[src/rtl/cpu_pkg.sv]
// Types and widths shared by the CPU-domain fetch front-end.
package cpu_pkg;

  localparam int INST_W = 32;
  localparam int ADDR_W = 64;

  typedef enum logic [1:0] {
    FETCH,
    WAIT,
    DRAIN,
    HALT
  } fetch_state_t;

  typedef struct packed {
    logic [INST_W-1:0] data;
    logic [ADDR_W-1:0] pc;
    logic              fault;
  } fetch_entry_t;

endpackage

[src/rtl/fetch_fifo.sv]
// Prefetch FIFO of fetch entries with flush; head is zero when empty.
// Latency: a push is visible at the head the cycle after it is written.
// Backpressure: a push into a full FIFO is dropped unless a pop happens in the same cycle.
module fetch_fifo
  import cpu_pkg::*;
#(
  parameter int  DEPTH = 4,
  localparam int AW    = $clog2(DEPTH),
  localparam int CW    = $clog2(DEPTH) + 1
) (
  input  logic         clk,
  input  logic         reset,
  input  logic         flush,
  input  logic         push,
  input  logic         pop,
  input  fetch_entry_t push_entry,
  output fetch_entry_t head,
  output logic [CW-1:0] count
);

  fetch_entry_t  mem [DEPTH];
  logic [AW-1:0] wr_ptr;
  logic [AW-1:0] rd_ptr;
  logic          do_push;
  logic          do_pop;

  assign do_pop  = pop && (count != '0);
  assign do_push = push && ((count != CW'(DEPTH)) || do_pop);

  // Storage carries no reset; the head is masked while the FIFO is empty.
  always_ff @(posedge clk) begin
    if (!reset && !flush && do_push) begin
      mem[wr_ptr] <= push_entry;
    end
  end

  always_ff @(posedge clk) begin
    if (reset || flush) begin
      wr_ptr <= '0;
      rd_ptr <= '0;
      count  <= '0;
    end else begin
      if (do_push) begin
        wr_ptr <= wr_ptr + AW'(1);
      end
      if (do_pop) begin
        rd_ptr <= rd_ptr + AW'(1);
      end
      if (do_push && !do_pop) begin
        count <= count + CW'(1);
      end else if (do_pop && !do_push) begin
        count <= count - CW'(1);
      end
    end
  end

  assign head = (count != '0) ? mem[rd_ptr] : '0;

endmodule

[src/rtl/fetch_unit.sv]
// Instruction fetch front-end: one outstanding read, prefetch FIFO toward decode.
// Latency: a response in cycle N is at the decode head in N+1, and the next request issues in N+1.
// Backpressure: a request is held while the FIFO has no free slot; decode stalls via inst_ready.
module fetch_unit
  import cpu_pkg::*;
#(
  parameter logic [ADDR_W-1:0] RESET_PC   = 64'h0,
  parameter int                FIFO_DEPTH = 4
) (
  input  logic              clk,
  input  logic              reset,
  output logic              mem_req_valid,
  input  logic              mem_req_ready,
  output logic [ADDR_W-1:0] mem_req_addr,
  input  logic              mem_rsp_valid,
  input  logic [INST_W-1:0] mem_rsp_data,
  input  logic              mem_rsp_err,
  input  logic              redirect_valid,
  input  logic [ADDR_W-1:0] redirect_pc,
  output logic              inst_valid,
  input  logic              inst_ready,
  output logic [INST_W-1:0] inst_data,
  output logic [ADDR_W-1:0] inst_pc,
  output logic              inst_fault
);

  localparam int CW = $clog2(FIFO_DEPTH) + 1;

  fetch_state_t      state;
  fetch_state_t      state_nxt;
  logic [ADDR_W-1:0] fetch_pc;
  logic [ADDR_W-1:0] req_pc;
  logic [CW-1:0]     count;
  fetch_entry_t      head;
  fetch_entry_t      push_entry;
  logic              req_fire;
  logic              push;
  logic              pop;
  logic              outstanding;
  logic [1:0]        unused_redirect_lsb;

  assign unused_redirect_lsb = redirect_pc[1:0];

  // Pushes only happen in WAIT, so free space cannot vanish under a pending request.
  assign mem_req_valid = !reset && (state == FETCH) && (count < CW'(FIFO_DEPTH));
  assign mem_req_addr  = fetch_pc;
  assign req_fire      = mem_req_valid && mem_req_ready;

  assign push       = (state == WAIT) && mem_rsp_valid && !redirect_valid;
  assign pop        = inst_valid && inst_ready && !redirect_valid;
  assign push_entry = '{data: mem_rsp_data, pc: req_pc, fault: mem_rsp_err};

  // A read is still in flight after this cycle; its response must be drained.
  assign outstanding = (((state == WAIT) || (state == DRAIN)) && !mem_rsp_valid) || req_fire;

  always_comb begin
    state_nxt = state;
    if (redirect_valid) begin
      state_nxt = outstanding ? DRAIN : FETCH;
    end else begin
      case (state)
        FETCH:   if (req_fire) state_nxt = WAIT;
        WAIT:    if (mem_rsp_valid) state_nxt = mem_rsp_err ? HALT : FETCH;
        DRAIN:   if (mem_rsp_valid) state_nxt = FETCH;
        HALT:    state_nxt = HALT;
        default: state_nxt = FETCH;
      endcase
    end
  end

  always_ff @(posedge clk) begin
    if (reset) begin
      state    <= FETCH;
      fetch_pc <= RESET_PC;
      req_pc   <= '0;
    end else begin
      state <= state_nxt;
      if (redirect_valid) begin
        fetch_pc <= {redirect_pc[ADDR_W-1:2], 2'b00};
      end else if (req_fire) begin
        fetch_pc <= fetch_pc + ADDR_W'(4);
      end
      if (req_fire) begin
        req_pc <= fetch_pc;
      end
    end
  end

  fetch_fifo #(
    .DEPTH(FIFO_DEPTH)
  ) u_fifo (
    .clk       (clk),
    .reset     (reset),
    .flush     (redirect_valid),
    .push      (push),
    .pop       (pop),
    .push_entry(push_entry),
    .head      (head),
    .count     (count)
  );

  assign inst_valid = (count != '0);
  assign inst_data  = head.data;
  assign inst_pc    = head.pc;
  assign inst_fault = head.fault;

endmodule

[config.mk]
export PLATFORM = sky130hd
export DESIGN_NAME = fetch_unit
export DESIGN_NICKNAME = d
export VERILOG_FILES = /design/src/rtl/cpu_pkg.sv /design/src/rtl/fetch_fifo.sv /design/src/rtl/fetch_unit.sv
export SDC_FILE = /design/constraint.sdc
export NUM_CORES = 1
export LEC_CHECK = 0
export ABC_AREA = 1
export BUFFER_PORTS_ARGS = -buffer_cell sky130_fd_sc_hd__buf_2
export CAP_MARGIN = 20
export CORE_MARGIN = 5
export CORE_UTILIZATION = 40
export CTS_CLUSTER_SIZE = 40
export DETAILED_ROUTE_END_ITERATION = 8
export PLACE_DENSITY = 0.59
export SLEW_MARGIN = 10
export SYNTH_ARGS = -nofsm -noshare
export SYNTH_HDL_FRONTEND = slang
export SYNTH_HIERARCHICAL = 1
export SYNTH_SLANG_ARGS = --single-unit
export TNS_END_PERCENT = 100
[constraint.sdc]
create_clock -name clk -period 6.79 [get_ports clk]
set_clock_uncertainty 0.1 [all_clocks]
set_input_delay 1.358 -clock clk [delete_from_list [all_inputs] [get_ports clk]]
set_output_delay 1.358 -clock clk [all_outputs]
set_load 0.01 [all_outputs]
==> impl_metrics.env, run 1 <==
export IMPL_cts_tree="yes"
export IMPL_drc=0
export IMPL_drive_gt1_frac=0.1603
export IMPL_cts_root_buffer="clkbuf_16"
export IMPL_wl_per_cell_um=19.32
export IMPL_wirelength_mm=63.76
export IMPL_clk_pin_slew_ns=0.06
export IMPL_vdd_ir_drop_worst_mv=0.1727
export IMPL_ys_warn_count=6
export IMPL_drtIter0Drc=1113
export IMPL_ys_seq_area_frac=0.6432
export IMPL_ctsHoldBuffers=0
export IMPL_clk_latency_ns=0.61
export IMPL_die_h_um=246.2
export IMPL_place_inst=3195
export IMPL_worstPathArrival_ns=3.45
export IMPL_multi_input_area_um2=6839
export IMPL_min_period_ns=4.903
export IMPL_setup_viol=0
export IMPL_total_power_mw=6.952
export IMPL_row_count=86
export IMPL_p_leak_nw=9.798
export IMPL_async_flop_share=0
export IMPL_gp_congestion=0.9313
export IMPL_synth_area_um2=22320
export IMPL_synth_ff_type="edfxtp_1"
export IMPL_tightest_slew_ns=1.154
export IMPL_setup_slack_ns=1.887
export IMPL_critPathKind="reg -> out"
export IMPL_vias=16820
export IMPL_ioPinCount=266
export IMPL_fmax_mhz=204.0
export IMPL_cts_max_level=2
export IMPL_slew_headroom=0.2306
export IMPL_cts_sinks=523
export IMPL_grt_max_degree=98
export IMPL_critPathBufInv=3
export IMPL_setup_worst_path_start_class="register"
export IMPL_status="complete, no violations"
export IMPL_grt_remaining_overflow=0
export IMPL_initial_core_util=0.4043
export IMPL_stdcell_count=3301
export IMPL_grt_pass1_vias=16120
export IMPL_p_clk_frac=0.430
export IMPL_syn_to_final_growth_pct=16.27
export IMPL_regArea_um2=14360
export IMPL_cp_slowest_cell="dfxtp_4"
export IMPL_maxSlewViolCount=0
export IMPL_synth_edf_count=388
export IMPL_timing_max_cap_violations=0
export IMPL_cp_cell_sequence="clkinv_2 -> buf_4 -> nor2_1 -> o21ai_0 -> a21oi_1 -> buf_2"
export IMPL_rr_startpoint="state[1]"
export IMPL_crit_family="buffers and inverters"
export IMPL_power_density_nw_per_um2=267.9
export IMPL_switching_share=0.2281
export IMPL_ys_seq_elements=523
export IMPL_portBuffers=261
export IMPL_ant_nets=0
export IMPL_dp_slack_ns=2.387
export IMPL_hold_path_class="reg -> reg"
export IMPL_coreArea_um2=55200
export IMPL_critical_path_endpoint_type="output pin"
export IMPL_fillers=5186
export IMPL_combPwrFrac=0.055
export IMPL_hpwl_mm=39.95
export IMPL_postLayoutCoreUtil=0.4701
export IMPL_synthCells=2278
export IMPL_cts_path_max_buffers=3
export IMPL_grt_pass1_wl_mm=96.77
export IMPL_die_area_um2=60620
export IMPL_final_nets=2618
export IMPL_required_ns=5.33
export IMPL_grt_usage=0.2058
export IMPL_vias_per_cell=5.096
export IMPL_switchingPower_mw=1.586
export IMPL_antenna_found_initial=3
export IMPL_cts_resized=0
export IMPL_cts_buffers_inserted=55
export IMPL_drt_first_pass_iters=6
export IMPL_power_internal_mw=5.366
export IMPL_rsz0062_at_grt="no"
export IMPL_post_cts_setup_buffers=0
export IMPL_hold_viol=0
export IMPL_min_period_over_period=0.7221
export IMPL_p_seq_frac=0.515
export IMPL_crit_fanout=70
export IMPL_worst_hold_startpoint="req_pc[30]"
export IMPL_die_width_um=246.2
export IMPL_synth_distinct_cells=36
export IMPL_syn_avg_cell_area_um2=9.797
export IMPL_crit_path_max_incr_delay_ns=0.72
[path summary, 6_finish.rpt]
check,slack (ns),to,cells past startpoint
setup / recovery,1.89,inst_pc[51],6
hold / removal,0.39,u_fifo/mem[0][31],0
setup reg to reg,3.70,mem_req_addr[15],10
hold reg to reg,0.39,u_fifo/mem[0][31],0
[synth_stat cells (3+ instances only)]
master / instances / share of area
nor2_1: 524 / 0.088
edfxtp_1: 388 / 0.52
nand2_1: 303 / 0.051
o21ai_0: 280 / 0.063
a21oi_1: 143 / 0.032
dfxtp_1: 135 / 0.12
inv_1: 125 / 0.021
nand3_1: 125 / 0.028
clkbuf_1: 39 / 0.0066
o21ai_1: 22 / 0.0049
buf_2: 21 / 0.0047
a31oi_1: 18 / 0.0050
buf_4: 18 / 0.0061
clkbuf_2: 17 / 0.0038
buf_6: 16 / 0.0081
nor2_2: 15 / 0.0042
xor2_1: 14 / 0.0055
nand4_1: 12 / 0.0034
inv_2: 11 / 0.0019
ha_1: 10 / 0.0056
buf_1: 8 / 0.0013
nand2_2: 6 / 0.0017
nor2_4: 5 / 0.0025
nand3_2: 4 / 0.0018
nor3_1: 4 / 0.00090
nand3b_1: 3 / 0.0010
[state kept, by name, summed over array words and instances (netlist names), named ones only]
signal and cells:
mem_req_addr 62, req_pc 62, u_fifo/rd_ptr 2, u_fifo/mem 388, u_fifo/wr_ptr 2, state 2, u_fifo/count 3
[kinds of logic (layout without fill, tap and decap cells)]
family	after synthesis	in the layout	share of synthesized area
adder cells (fa/ha/maj)	11	11	0.006503
other	1	12	0.0001680
flip-flops	523	523	0.6432
XOR/XNOR	16	16	0.006279
buffers and inverters	256	520	0.05360
AND/OR/NAND/NOR	1004	1004	0.1841
AO/OA/AOI/OAI	467	467	0.1062
[per-stage QoR]
stage	hold WS (ns)	setup TNS, ns	area, µm²
2_1_floorplan	0.3605	-128.75	22350
3_3_place_gp	0.3760	0	24130
3_5_place_dp	0.3847	0	24130
4_1_cts	0.3924	0	25940
5_1_grt	0.4218	0	25950
6_report	0.3884	0	25950
[placed cells by master (no fill, tap or decap), types with 15 or more instances in the layout]
master | Yosys | layout
clkbuf_16 | 0 | 55
dfxtp_1 | 135 | 133
nand3_1 | 125 | 125
buf_4 | 18 | 15
nand2_1 | 303 | 303
nor2_2 | 15 | 15
nor2_1 | 524 | 520
a31oi_1 | 18 | 18
edfxtp_1 | 388 | 388
buf_2 | 21 | 261
o21ai_0 | 280 | 280
o21ai_1 | 22 | 22
inv_1 | 125 | 125
a21oi_1 | 143 | 143
[cell type report]
type                    count  area share
diodes                      2   0.0001929
clock inverters            34     0.01336
clock buffers              70     0.05637
repair buffers            279     0.05699
inverters                 137     0.02001
flip-flops and latches    523      0.5535
well taps                 748     0.03607
multi-input cells        1508      0.2636
[power groups by stage]
stage	combinational, mW	clock, mW	sequential [mW]
finish	0.383	2.99	3.58
global route	0.428	3.20	3.58
CTS	0.387	3.06	3.58
detailed placement	0.385	0	3.64
global placement	0.377	0	3.64
floorplan	0.211	0	3.62
[routing by layer]
layer,global-route usage,wire length (µm),up-vias
li1,-,-,8171
met1,0.2901,28590,7983
met2,0.3256,28840,580
met3,0.04372,4783,84
met4,0.05530,1530,4
met5,0,26,-
(Power assumes the default switching activity.)
==> inputs of run 2 (changes only) <==
Settings changed: PLACE_DENSITY 0.59 to 0.56.
Clock period 6.79 ns to 4.62 ns, I/O delays scaled along.
==> impl_metrics.env, run 2 (synthesis results as in run 1) <==
export IMPL_grt_pass1_vias=16240
export IMPL_hpwl_mm=42.06
export IMPL_largest_reg_flops=388
export IMPL_cts_resized=0
export IMPL_syn_to_final_growth_pct=16.54
export IMPL_rsz0062_at_grt="no"
export IMPL_hold_path_class="reg -> reg"
export IMPL_drt_first_pass_iters=5
export IMPL_vdd_ir_drop_worst_mv=0.2599
export IMPL_stdcell_count=3310
export IMPL_p_leak_nw=9.824
export IMPL_clk_latency_ns=0.60
export IMPL_cts_buffers_inserted=54
export IMPL_rr_endpoint="u_fifo/mem[0][82]"
export IMPL_power_density_nw_per_um2=380.5
export IMPL_row_count=86
export IMPL_cts_max_level=2
export IMPL_hold_path_end="u_fifo/mem[2][49]"
export IMPL_critPathKind="reg -> out"
export IMPL_grt_max_degree=113
export IMPL_final_nets=2633
export IMPL_cts_tree="yes"
export IMPL_die_h_um=246.2
export IMPL_cts_sinks=523
export IMPL_coreArea_um2=55200
export IMPL_cts_root_buffer="clkbuf_16"
export IMPL_crit_family="buffers and inverters"
export IMPL_setup_slack_ns=0.7615
export IMPL_die_area_um2=60620
export IMPL_min_period_over_period=0.8352
export IMPL_setup_worst_path_start_class="register"
export IMPL_setup_viol=0
export IMPL_grt_usage=0.2069
export IMPL_grt_remaining_overflow=0
export IMPL_gp_congestion=0.9179
export IMPL_hold_viol=0
export IMPL_slew_headroom=0.3472
export IMPL_post_cts_setup_buffers=0
export IMPL_cp_cell_sequence="nor2_1 -> nand2_1 -> clkinv_2 -> buf_4 -> a21oi_1 -> buf_2"
export IMPL_ioPinCount=266
export IMPL_tightest_slew_ns=0.9791
export IMPL_grt_pass1_wl_mm=97.52
export IMPL_drive_gt1_frac=0.1612
export IMPL_crit_path_max_incr_delay_ns=0.56
export IMPL_portBuffers=261
export IMPL_die_width_um=246.2
export IMPL_cts_path_max_buffers=3
export IMPL_vias_per_cell=5.038
export IMPL_ant_nets=0
export IMPL_setup_tns_ns=0
export IMPL_fmax_mhz=259.2
export IMPL_dp_slack_ns=1.240
export IMPL_timing_max_cap_violations=0
export IMPL_worst_hold_startpoint="req_pc[48]"
export IMPL_min_period_ns=3.859
export IMPL_clk_pin_slew_ns=0.06
export IMPL_rr_startpoint="state[1]"
export IMPL_wirelength_mm=64.02
export IMPL_vias=16680
export IMPL_place_inst=3211
export IMPL_drtIter0Drc=1059
export IMPL_critical_path_endpoint_type="output pin"
export IMPL_rrSetupSlack_ns=1.76
export IMPL_critPathBufInv=3
export IMPL_cp_slowest_cell="clkinv_2"
export IMPL_maxSlewViolCount=0
export IMPL_final_common_cell="nor2_1"
export IMPL_min_delay_path_depth=0
export IMPL_ctsHoldBuffers=0
export IMPL_regMostFlops="u_fifo/mem"
export IMPL_initial_core_util=0.4043
export IMPL_required_ns=3.60
export IMPL_final_cell_mix="nor2_1 (520), edfxtp_1 (388), nand2_1 (303)"
export IMPL_drc=0
export IMPL_wl_per_cell_um=19.34
export IMPL_postLayoutCoreUtil=0.4712
export IMPL_status="complete, no violations"
export IMPL_worstRegToRegCells=8
export IMPL_crit_fanout=34
export IMPL_antenna_cells=0
export IMPL_antenna_found_initial=0
export IMPL_worstPathArrival_ns=2.83
export IMPL_holdWs_ns=0.3964
## run 2: cell types whose count changed in the layout (fill, tap and decap cells not counted)
| cell | previous run | this run |
|---|---|---|
| buf_12 | 3 | 12 |
| clkbuf_1 | 12 | 21 |
| buf_4 | 15 | 22 |
| bufinv_16 | 6 | 1 |
| clkbuf_8 | 3 | 0 |
| inv_6 | 3 | 0 |
| clkbuf_16 | 55 | 57 |
| clkinv_1 | 11 | 9 |
| clkinv_4 | 4 | 2 |
| diode_2 | 2 | 0 |
| clkinvlp_4 | 5 | 4 |
## run 2: cell type report
class | instances | area [µm²]
clock buffer | 78 | 1505
clock inverter | 21 | 137.6
fill | 5310 | 29190
inverter | 137 | 519.2
multi-input combinational | 1508 | 6839
sequential | 523 | 14360
tap | 748 | 935.9
timing repair buffer | 295 | 1712
## run 2: stage by stage
stage	cell area [µm²]	total power [mW]
after floorplan	22360	5.632
final	26010	9.896
after global placement	24370	5.913
after CTS	26010	10.01
after global routing	26010	10.28
after detailed placement	24370	5.929
## run 2: power breakdown
group | switching (mW) | total (mW) | leakage (nW) | internal [mW]
combinational | 0.388 | 0.569 | 4.20 | 0.181
clock | 1.76 | 4.07 | 0.786 | 2.31
sequential | 0.126 | 5.26 | 4.84 | 5.13
## run 2: routing by layer
layer / up-vias / GRT usage / wire [µm]
li1: 8184 / - / -
met1: 7895 / 0.2929 / 29220
met2: 495 / 0.3285 / 29020
met3: 101 / 0.03612 / 3776
met4: 0 / 0.06219 / 1999
met5: - / 0 / 0
## run 2: worst max-delay path by stage
stage | start | endpoint | slack (ns) | depth (start not counted)
detailed placement | redirect_valid | u_fifo/mem[0][90] | 1.24 | 9
finish | u_fifo/count[0] | inst_data[8] | 0.76 | 6
floorplan | redirect_valid | u_fifo/mem[0][0] | -0.48 | 8
CTS | u_fifo/count[0] | inst_pc[16] | 0.69 | 6
global route | u_fifo/count[0] | inst_pc[16] | 0.60 | 6
global placement | redirect_valid | u_fifo/mem[0][82] | 1.24 | 9
